==> src/rtl/gas_sensor_pkg.sv <==
// Shared types and widths for the gas sensor scan controller.
// No logic, so no latency.
// No handshakes, so no backpressure.
package gas_sensor_pkg;

    typedef enum logic [2:0] {
        ST_IDLE,
        ST_CLEAR,
        ST_FEED,
        ST_SETTLE,
        ST_CAPTURE
    } state_t;

    localparam int LEVEL_W = 3;
    localparam int HC_W    = 3;

    // Width of a channel index; a single channel still needs one bit.
    function automatic int ch_w(input int n);
        return (n <= 1) ? 1 : $clog2(n);
    endfunction

endpackage

==> src/rtl/gas_alarm_debounce.sv <==
// Per-channel alarm debounce: saturating count of consecutive high captures, latches an alarm.
// Counter and alarm update on the cycle cap_en is high; alarm_next shows the value they load.
// No backpressure; cap_en and ack are single-cycle strobes.
module gas_alarm_debounce
    import gas_sensor_pkg::*;
#(
    parameter logic [LEVEL_W-1:0] ALARM_LVL = 3'd4,
    parameter int                 ALARM_CNT = 2
) (
    input  logic               clk,
    input  logic               arst,
    input  logic               cap_en,
    input  logic [LEVEL_W-1:0] level,
    input  logic               ack,
    output logic               alarm,
    output logic               alarm_next
);

    localparam logic [HC_W-1:0] HC_MAX = '1;
    localparam logic [HC_W-1:0] HC_TRIP = HC_W'(ALARM_CNT);

    logic [HC_W-1:0] hc;
    logic [HC_W-1:0] hc_inc;
    logic            high;
    logic            set;

    // A capture that pushes the run of highs to the trip count sets the alarm,
    // and a set on this channel beats an acknowledge arriving in the same cycle.
    always_comb begin
        high       = (level >= ALARM_LVL);
        hc_inc     = (hc == HC_MAX) ? hc : hc + 1'b1;
        set        = cap_en && high && (hc_inc >= HC_TRIP);
        alarm_next = alarm;
        if (set) begin
            alarm_next = 1'b1;
        end else if (ack) begin
            alarm_next = 1'b0;
        end
    end

    // Run counter and latched alarm; acknowledge restarts the run unless this channel just tripped.
    always_ff @(posedge clk or posedge arst) begin
        if (arst) begin
            hc    <= '0;
            alarm <= 1'b0;
        end else begin
            alarm <= alarm_next;
            if (set) begin
                hc <= hc_inc;
            end else if (ack) begin
                hc <= '0;
            end else if (cap_en) begin
                hc <= high ? hc_inc : '0;
            end
        end
    end

endmodule

==> src/rtl/gas_sensor_scan_controller.sv <==
// Round-robin scanner sharing one gas detector across NUM_CH serial sensor lines.
// FRAME_BITS+SETTLE+2 cycles per channel; every output is registered.
// No backpressure; enable low lets the current channel finish, then the scan parks in IDLE.
module gas_sensor_scan_controller
    import gas_sensor_pkg::*;
#(
    parameter int                 NUM_CH     = 4,
    parameter int                 FRAME_BITS = 8,
    parameter int                 SETTLE     = 1,
    parameter logic [LEVEL_W-1:0] ALARM_LVL  = 3'd4,
    parameter int                 ALARM_CNT  = 2
) (
    input  logic                        clk,
    input  logic                        arst,
    input  logic                        enable,
    input  logic [NUM_CH-1:0]           ch_din,
    input  logic                        ack_alarm,
    output logic                        det_rst,
    output logic                        det_din,
    input  logic [LEVEL_W-1:0]          det_dout,
    output logic [ch_w(NUM_CH)-1:0]     cur_ch,
    output logic [LEVEL_W*NUM_CH-1:0]   level_flat,
    output logic [NUM_CH-1:0]           level_valid,
    output logic                        scan_done,
    output logic [NUM_CH-1:0]           alarm,
    output logic                        alarm_any
);

    localparam int CW      = ch_w(NUM_CH);
    localparam int CNT_MAX = (FRAME_BITS > SETTLE) ? FRAME_BITS : SETTLE;
    localparam int CNT_W   = $clog2(CNT_MAX + 1);

    localparam logic [CNT_W-1:0] FEED_LAST   = CNT_W'(FRAME_BITS - 1);
    localparam logic [CNT_W-1:0] SETTLE_LAST = CNT_W'((SETTLE > 0) ? SETTLE - 1 : 0);
    localparam logic [CW-1:0]    CH_LAST     = CW'(NUM_CH - 1);

    state_t            state;
    state_t            state_nxt;
    logic [CNT_W-1:0]  cnt;
    logic [CNT_W-1:0]  cnt_nxt;
    logic              cap_en;
    logic [NUM_CH-1:0] alarm_nxt;

    // Next-state sequencing; the counter times both the frame and the settle gap.
    always_comb begin
        state_nxt = state;
        cnt_nxt   = cnt;
        cap_en    = 1'b0;
        case (state)
            ST_IDLE: begin
                if (enable) begin
                    state_nxt = ST_CLEAR;
                end
            end
            ST_CLEAR: begin
                state_nxt = ST_FEED;
                cnt_nxt   = '0;
            end
            ST_FEED: begin
                if (cnt == FEED_LAST) begin
                    cnt_nxt   = '0;
                    state_nxt = (SETTLE == 0) ? ST_CAPTURE : ST_SETTLE;
                end else begin
                    cnt_nxt = cnt + 1'b1;
                end
            end
            ST_SETTLE: begin
                if (cnt == SETTLE_LAST) begin
                    cnt_nxt   = '0;
                    state_nxt = ST_CAPTURE;
                end else begin
                    cnt_nxt = cnt + 1'b1;
                end
            end
            ST_CAPTURE: begin
                cap_en    = 1'b1;
                state_nxt = enable ? ST_CLEAR : ST_IDLE;
            end
            default: begin
                state_nxt = ST_IDLE;
                cnt_nxt   = '0;
            end
        endcase
    end

    // State, detector drive, channel pointer and captured levels.
    // det_rst follows the state being entered so it drops exactly when FEED starts;
    // det_din carries the selected line one cycle late.
    always_ff @(posedge clk or posedge arst) begin
        if (arst) begin
            state       <= ST_IDLE;
            cnt         <= '0;
            cur_ch      <= '0;
            det_rst     <= 1'b1;
            det_din     <= 1'b0;
            scan_done   <= 1'b0;
            level_flat  <= '0;
            level_valid <= '0;
            alarm_any   <= 1'b0;
        end else begin
            state     <= state_nxt;
            cnt       <= cnt_nxt;
            det_rst   <= (state_nxt == ST_IDLE) || (state_nxt == ST_CLEAR);
            det_din   <= (state == ST_FEED) ? ch_din[cur_ch] : 1'b0;
            scan_done <= cap_en && (cur_ch == CH_LAST);
            alarm_any <= |alarm_nxt;
            if (cap_en) begin
                level_flat[cur_ch*LEVEL_W +: LEVEL_W] <= det_dout;
                level_valid[cur_ch]                   <= 1'b1;
                cur_ch <= (cur_ch == CH_LAST) ? '0 : cur_ch + 1'b1;
            end
        end
    end

    for (genvar k = 0; k < NUM_CH; k++) begin : g_ch
        gas_alarm_debounce #(
            .ALARM_LVL (ALARM_LVL),
            .ALARM_CNT (ALARM_CNT)
        ) u_debounce (
            .clk        (clk),
            .arst       (arst),
            .cap_en     (cap_en && (cur_ch == CW'(k))),
            .level      (det_dout),
            .ack        (ack_alarm),
            .alarm      (alarm[k]),
            .alarm_next (alarm_nxt[k])
        );
    end

endmodule

==> config.mk <==
export PLATFORM = sky130hd
export DESIGN_NAME = gas_sensor_scan_controller
export DESIGN_NICKNAME = d
export VERILOG_FILES = /design/src/rtl/gas_sensor_pkg.sv /design/src/rtl/gas_alarm_debounce.sv /design/src/rtl/gas_sensor_scan_controller.sv
export SDC_FILE = /design/constraint.sdc
export NUM_CORES = 1
export LEC_CHECK = 0
export CORE_ASPECT_RATIO = 0.75
export CORE_MARGIN = 2
export CORE_UTILIZATION = 48
export CTS_CLUSTER_SIZE = 24
export DETAILED_ROUTE_END_ITERATION = 12
export MAX_ROUTING_LAYER = met4
export PLACE_DENSITY = 0.73
export SLEW_MARGIN = 20
export SYNTH_ARGS = -nofsm -noshare
export SYNTH_HDL_FRONTEND = slang
export SYNTH_SLANG_ARGS = --single-unit
==> constraint.sdc <==
create_clock -name clk -period 1.44 [get_ports clk]
set_input_delay 0.144 -clock clk [delete_from_list [all_inputs] [get_ports clk]]
set_output_delay 0.144 -clock clk [all_outputs]
set_load 0.03 [all_outputs]
Word-level counts from Yosys, hierarchy flattened --
Cells that the tools add are included. Widths: inputs -> output; s select.
Word-level totals: output and inout bits 26, memory bits (read-only) 0, word-level logic and storage cells 116, bits in writable memories 0, latch bits 0, memories kept 0, register bits after elaboration 45
Cells by class: multipliers 1, shift operators 2, reduce and logical (&&, ||, !) cells 24, divide/modulo/power cells 0, bitwise gates (word level) 1, order comparisons 7, muxes and demuxes 44, equality and inequality tests 13, $add $sub $neg 7
Operator list (count):
- $mux 3 | 23
- $neg 4->34 | 1
- $shift 3x34->12 const A | 1
- $shiftx 3x34->12 | 1
- $eq 3x3->1 const B | 5
- $pmux 3 s5 | 1
- $logic_and 1x1->1 | 13
- $mux 1 | 13
- $add 3x1->3 const B | 4
- $bwmux 12 | 1
- $ge 3x2->1 const B | 4
- $pmux 4 s3 | 1
- $reduce_bool 3->1 | 4
- $mux 4 | 2
- $eq 3x1->1 const B | 2
- $eq 3x2->1 const B | 2
- $logic_not 3->1 | 2
- $add 4x1->4 const B | 1
- $eq 2x2->1 const B | 2
- $eq 4x3->1 const B | 1
- $logic_not 4->1 | 1
- $mul 2x2->4 const B | 1
- $or 4x4->4 | 1
- $reduce_or 4->1 | 1
- other kinds (11) | 11

Longest topological paths before layout --
depth in word-level cells 7, depth in mapped cells 5, depth with buffers taken out 5

Modules after synthesis --
Synthesis repeated with hierarchy kept, for this count alone.
Second synthesis, totals: cells, all modules 234, area, all modules 2501.1 um^2
By module, submodules not included:
- gas_sensor_scan_controller | area an instance 1450.1 um^2, cells an instance 126, times used 1
- gas_alarm_debounce | area an instance 262.8 um^2, cells an instance 27, times used 4

Worst setup path after synthesis --
Ideal clock, no wire load.
kind reg2reg, from register cur_ch[0], to register level_flat[0], setup slack -0.375 ns, setup time 0.066 ns, cell stages (with the launch flop) 5, buffers on the path 0, data arrival time 1.748 ns, path through dfrtp_1 > inv_1 > ha_1 > nor3b_1 > a41o_1
On the way: word-level cells in the longest chain between the ends 4
RTL lines:
- start, declared | RTL line gas_sensor_scan_controller.sv:21 | output logic [ch_w(NUM_CH)-1:0] cur_ch,
- start signal, assigned | RTL line gas_sensor_scan_controller.sv:110 | cur_ch <= (cur_ch == CH_LAST) ? '0 : cur_ch + 1'b1;
- $mul 2x2->4 * | RTL line gas_sensor_scan_controller.sv:108 | level_flat[cur_ch*LEVEL_W +: LEVEL_W] <= det_dout;
- $neg 4->34 * | RTL line gas_sensor_scan_controller.sv:108
- $shiftx 3x34->12 or $shift 3x34->12 (tied branches) | RTL line gas_sensor_scan_controller.sv:108
- $bwmux 12 * | RTL line gas_sensor_scan_controller.sv:108
- end signal, assigned by index | RTL line gas_sensor_scan_controller.sv:108
- end, declared | RTL line gas_sensor_scan_controller.sv:22 | output logic [LEVEL_W*NUM_CH-1:0] level_flat,
Every way passes the cells marked *; elsewhere a longest branch is shown, timed or not. A chain may end at the register's enable or synchronous reset.

Final worst setup path --
from register cur_ch[1], to register g_ch[2].u_debounce.hc[0]
On the way: word-level cells in the longest chain between the ends 5
RTL lines:
- $eq 2x2->1 * | RTL line gas_sensor_scan_controller.sv:122 | .cap_en (cap_en && (cur_ch == CW'(k))),
- $logic_and 1x1->1 * | RTL line gas_sensor_scan_controller.sv:122
- $logic_and 1x1->1 (2 in series) | RTL line gas_alarm_debounce.sv:32 | set = cap_en && high && (hc_inc >= HC_TRIP);
- $reduce_bool 3->1 (no line) or $mux 3 (tied branches)
- end signal, assigned | RTL line gas_alarm_debounce.sv:49 | hc <= hc_inc;
- end signal, assigned | RTL line gas_alarm_debounce.sv:53 | hc <= high ? hc_inc : '0;
- end, declared | RTL line gas_alarm_debounce.sv:22 | logic [HC_W-1:0] hc;
Marks and branches as above.

==> metrics.txt <==
Hold WC Path Type=in2async; placed cell area=3140 µm²; Hold Vio Cnt, Final=0; minimum clock period=about 1.6 ns; vias per cell=~5.7; M3 GR Usage=4.52%; routed len/inst=17.2 µm; Area Growth Syn to Fin=46.1%; top_reg_cell synth=dfrtp_1; WL final=between 6000 and 7000 µm; worst-margin pin slew=~0.35 ns; CP endpoint kind=flop; die height=~66 µm; first-pass GRT wire length=about 9600 µm; initial antenna violation count=0; largest area contributor in the netlist=dfrtp_1; CP most frequent cell=buf_4; outcome=finished with violations; DRT iter0 DRCs=between 60 and 70; DRC Markers=0; HPWL after DPL=4150 µm; layout cells sized above 1=between 30% and 40%; I/O pin count=37; final hold slack=about 0.11 ns; Max-slew headroom=76.6%; CTS tree=built; Setup violations, final=11; critical path class=reg2reg; largest net degree at the start of global routing=21; die width=around 86 µm; gr busiest metal=met2; RSZ-0062 raised after global routing=yes; max cap viols=0; Worst Path Arrival=around 1.7 ns; clk_lat worst skew=0.30 ns; slowest stage cell, crit path=dfrtp_2; gpl congestion=about 0.83; setup TNS=-0.416 ns; grt total ovfl=0; fraction of registers with async set/reset=between 90% and 100%; CTS max path bufs=2; number of hold buffers added after CTS=0; Worst path max stage delay=about 0.45 ns; met1 Use GR=a little under a third; ANT nets after route=0; met2 Use GR=roughly a third; Cell Area, Synth=~2400 µm²; Clock transition at path regs=roughly 0.090 ns; Die ar.=5660 µm²; Core ar.=roughly 4900 µm²; violated checks=setup timing; Pwr Density=about 1500 nW/µm²; All-Layer GR Usage=around 23%; total CTS buffers=5; post-synthesis cell count=~220; Final Max Tran Viols=0; post-place setup slack=-0.118 ns; Yosys cell types=slightly below 50; Initial Util=approximately 50%; synth top area cells=dfrtp_1, ha_1, inv_1; Worst Setup Start Kind=flop; CP Max Fanout=4; Final Cycle Share=108%; Ant. Diodes=0; CTS H-tree lvls=2; maximum VDD drop=0.888 mV; vias in the first global route=around 2000; mean post-synth cell area=11.0 µm²; Nets=330; Lkg Pwr=approximately 1.7 nW; final setup skew=between 0.007 and 0.008 ns; Vias=between 2000 and 2500; synth warn=0; syn nets=roughly 250; crit path cell chain=buf_4, ha_4, buf_4, buf_4, a32o_2, a2bb2oi_1; synthesized flop and latch total=45; WP buf/inv=3; I/O Buffers=36; Clock Tree Root=clkbuf_8; Finished Cell Area=3550 µm²; register area share after synthesis=a little under half; share of the synthesized area in the top cell type=a little under half; clk sink count=45; Pre-antenna DRT Iters=4; CP top delay family=flip-flops; worst endpoint required time=1.62 ns; Fmax achieved=641 MHz; Site Rows=22; setup ws final=-0.120 ns; Post-synth EDFFs=0
[per-layer routing]
layer,wire length (µm),up-vias
li1,-,990
met1,2940,1025
met2,3020,58
met3,266,6
met4,63,0
met5,0,-
[synthesized netlist by cell type, types with 2 or more instances]
cell type and count:
a21boi_0 6, nand2_1 12, buf_4 6, or2_2 3
a41o_1 6, o2bb2ai_1 5, clkbuf_1 3, and4bb_2 2
nor2_1 5, nand4bb_1 4, inv_1 22, a22o_1 3
and3_1 3, nor3_1 3, nand2b_1 4, a32o_1 3
nor3b_1 5, o32ai_1 2, nand4_1 6, mux2_2 4
nand3_1 6, a32oi_1 4, o32a_1 3, o21ai_0 11
mux2i_1 2, nor2b_1 3, a21oi_1 2, buf_2 2
and2_1 2, dfrtp_1 44, or3_1 2, ha_1 14
o22ai_1 3, buf_6 2
[cell type report]
type | instances | area, µm²
clock inverters | 2 | 10.0
inverters | 22 | 90.1
repair buffers | 89 | 771
clock buffers | 6 | 72.6
fillers | 339 | 1320
well taps | 60 | 75.1
flip-flops and latches | 45 | 1140
multi-input cells | 142 | 1400
[stage by stage]
step                      util, %  instances  power (mW)
after floorplan                 -        222        3.19
after global placement       64.4        340        4.04
after detailed placement     64.4        340        4.08
after CTS                    68.7        357        4.98
after global routing         72.9        366        5.65
final                        72.9        366        5.34
[kinds of logic (layout without fill, tap and decap cells)]
logic type / Yosys count / after routing / share of synthesized area, %
muxes: 7 / 7 / 3.60
DFF: 45 / 45 / 46.4
and+or+nand+nor: 65 / 65 / 17.7
AOI/OAI and AO/OA: 56 / 56 / 18.1
buffers and inverters: 35 / 119 / 7.05
adders and majority gates: 14 / 14 / 7.21
[where the power goes]
part | switching, mW | internal, mW | total (mW)
clock network | 0.432 | 0.337 | 0.769
logic | 1.36 | 1.41 | 2.78
registers | 0.268 | 1.53 | 1.80
[cells in the final DEF, fill, tap and decap left out, drive strengths merged, types with 4 or more instances in the layout]
cell / Yosys / final
nand4: 6 / 6
nand2b: 4 / 4
buf: 10 / 53
dlygate4sd2: 0 / 23
o2bb2ai: 5 / 5
clkdlybuf4s50: 0 / 10
nand3: 6 / 6
a21boi: 6 / 6
nor3b: 6 / 6
a32oi: 4 / 4
clkbuf: 3 / 8
nand4bb: 4 / 4
nand2: 12 / 12
nor2: 5 / 5
o21ai: 11 / 11
mux2: 4 / 4
dfrtp: 44 / 44
ha: 14 / 14
a41o: 6 / 6
inv: 22 / 22
[state kept, by name, indices dropped and copies added, names as in the netlist]
name,flops
level_valid,4
cur_ch,2
g_ch.u_debounce.alarm,4
scan_done,1
cnt,4
det_din,1
state,3
level_flat,12
g_ch.u_debounce.hc,12
alarm_any,1
det_rst,1
[worst paths after layout]
kind / to / slack [ns] / start / cells past startpoint
max: g_ch[2].u_debounce.hc[0]$_DFFE_PP0P_ / -0.12 / cur_ch[1]$_DFFE_PP0N_ / 6
min: level_flat[10]$_DFFE_PP0P_ / 0.11 / arst / 2
max reg2reg: g_ch[2].u_debounce.hc[0]$_DFFE_PP0P_ / -0.12 / cur_ch[1]$_DFFE_PP0N_ / 6
min reg2reg: level_valid[2]$_DFFE_PP0N_ / 0.46 / level_valid[2]$_DFFE_PP0N_ / 1
max in group asynchronous: g_ch[2].u_debounce.hc[2]$_DFFE_PP0P_ / 0.80 / arst / 3
min in group clk: level_valid[2]$_DFFE_PP0N_ / 0.46 / level_valid[2]$_DFFE_PP0N_ / 1
[timing repair]
item	in CTS	in global routing
gates resized for setup	50	35
buffers inserted	9	8
gates cloned	0	1
pin swaps	6	7
endpoints found under the hold margin	0	0
endpoints found under the setup margin	49	32
Power figures use the tool's default switching activity.
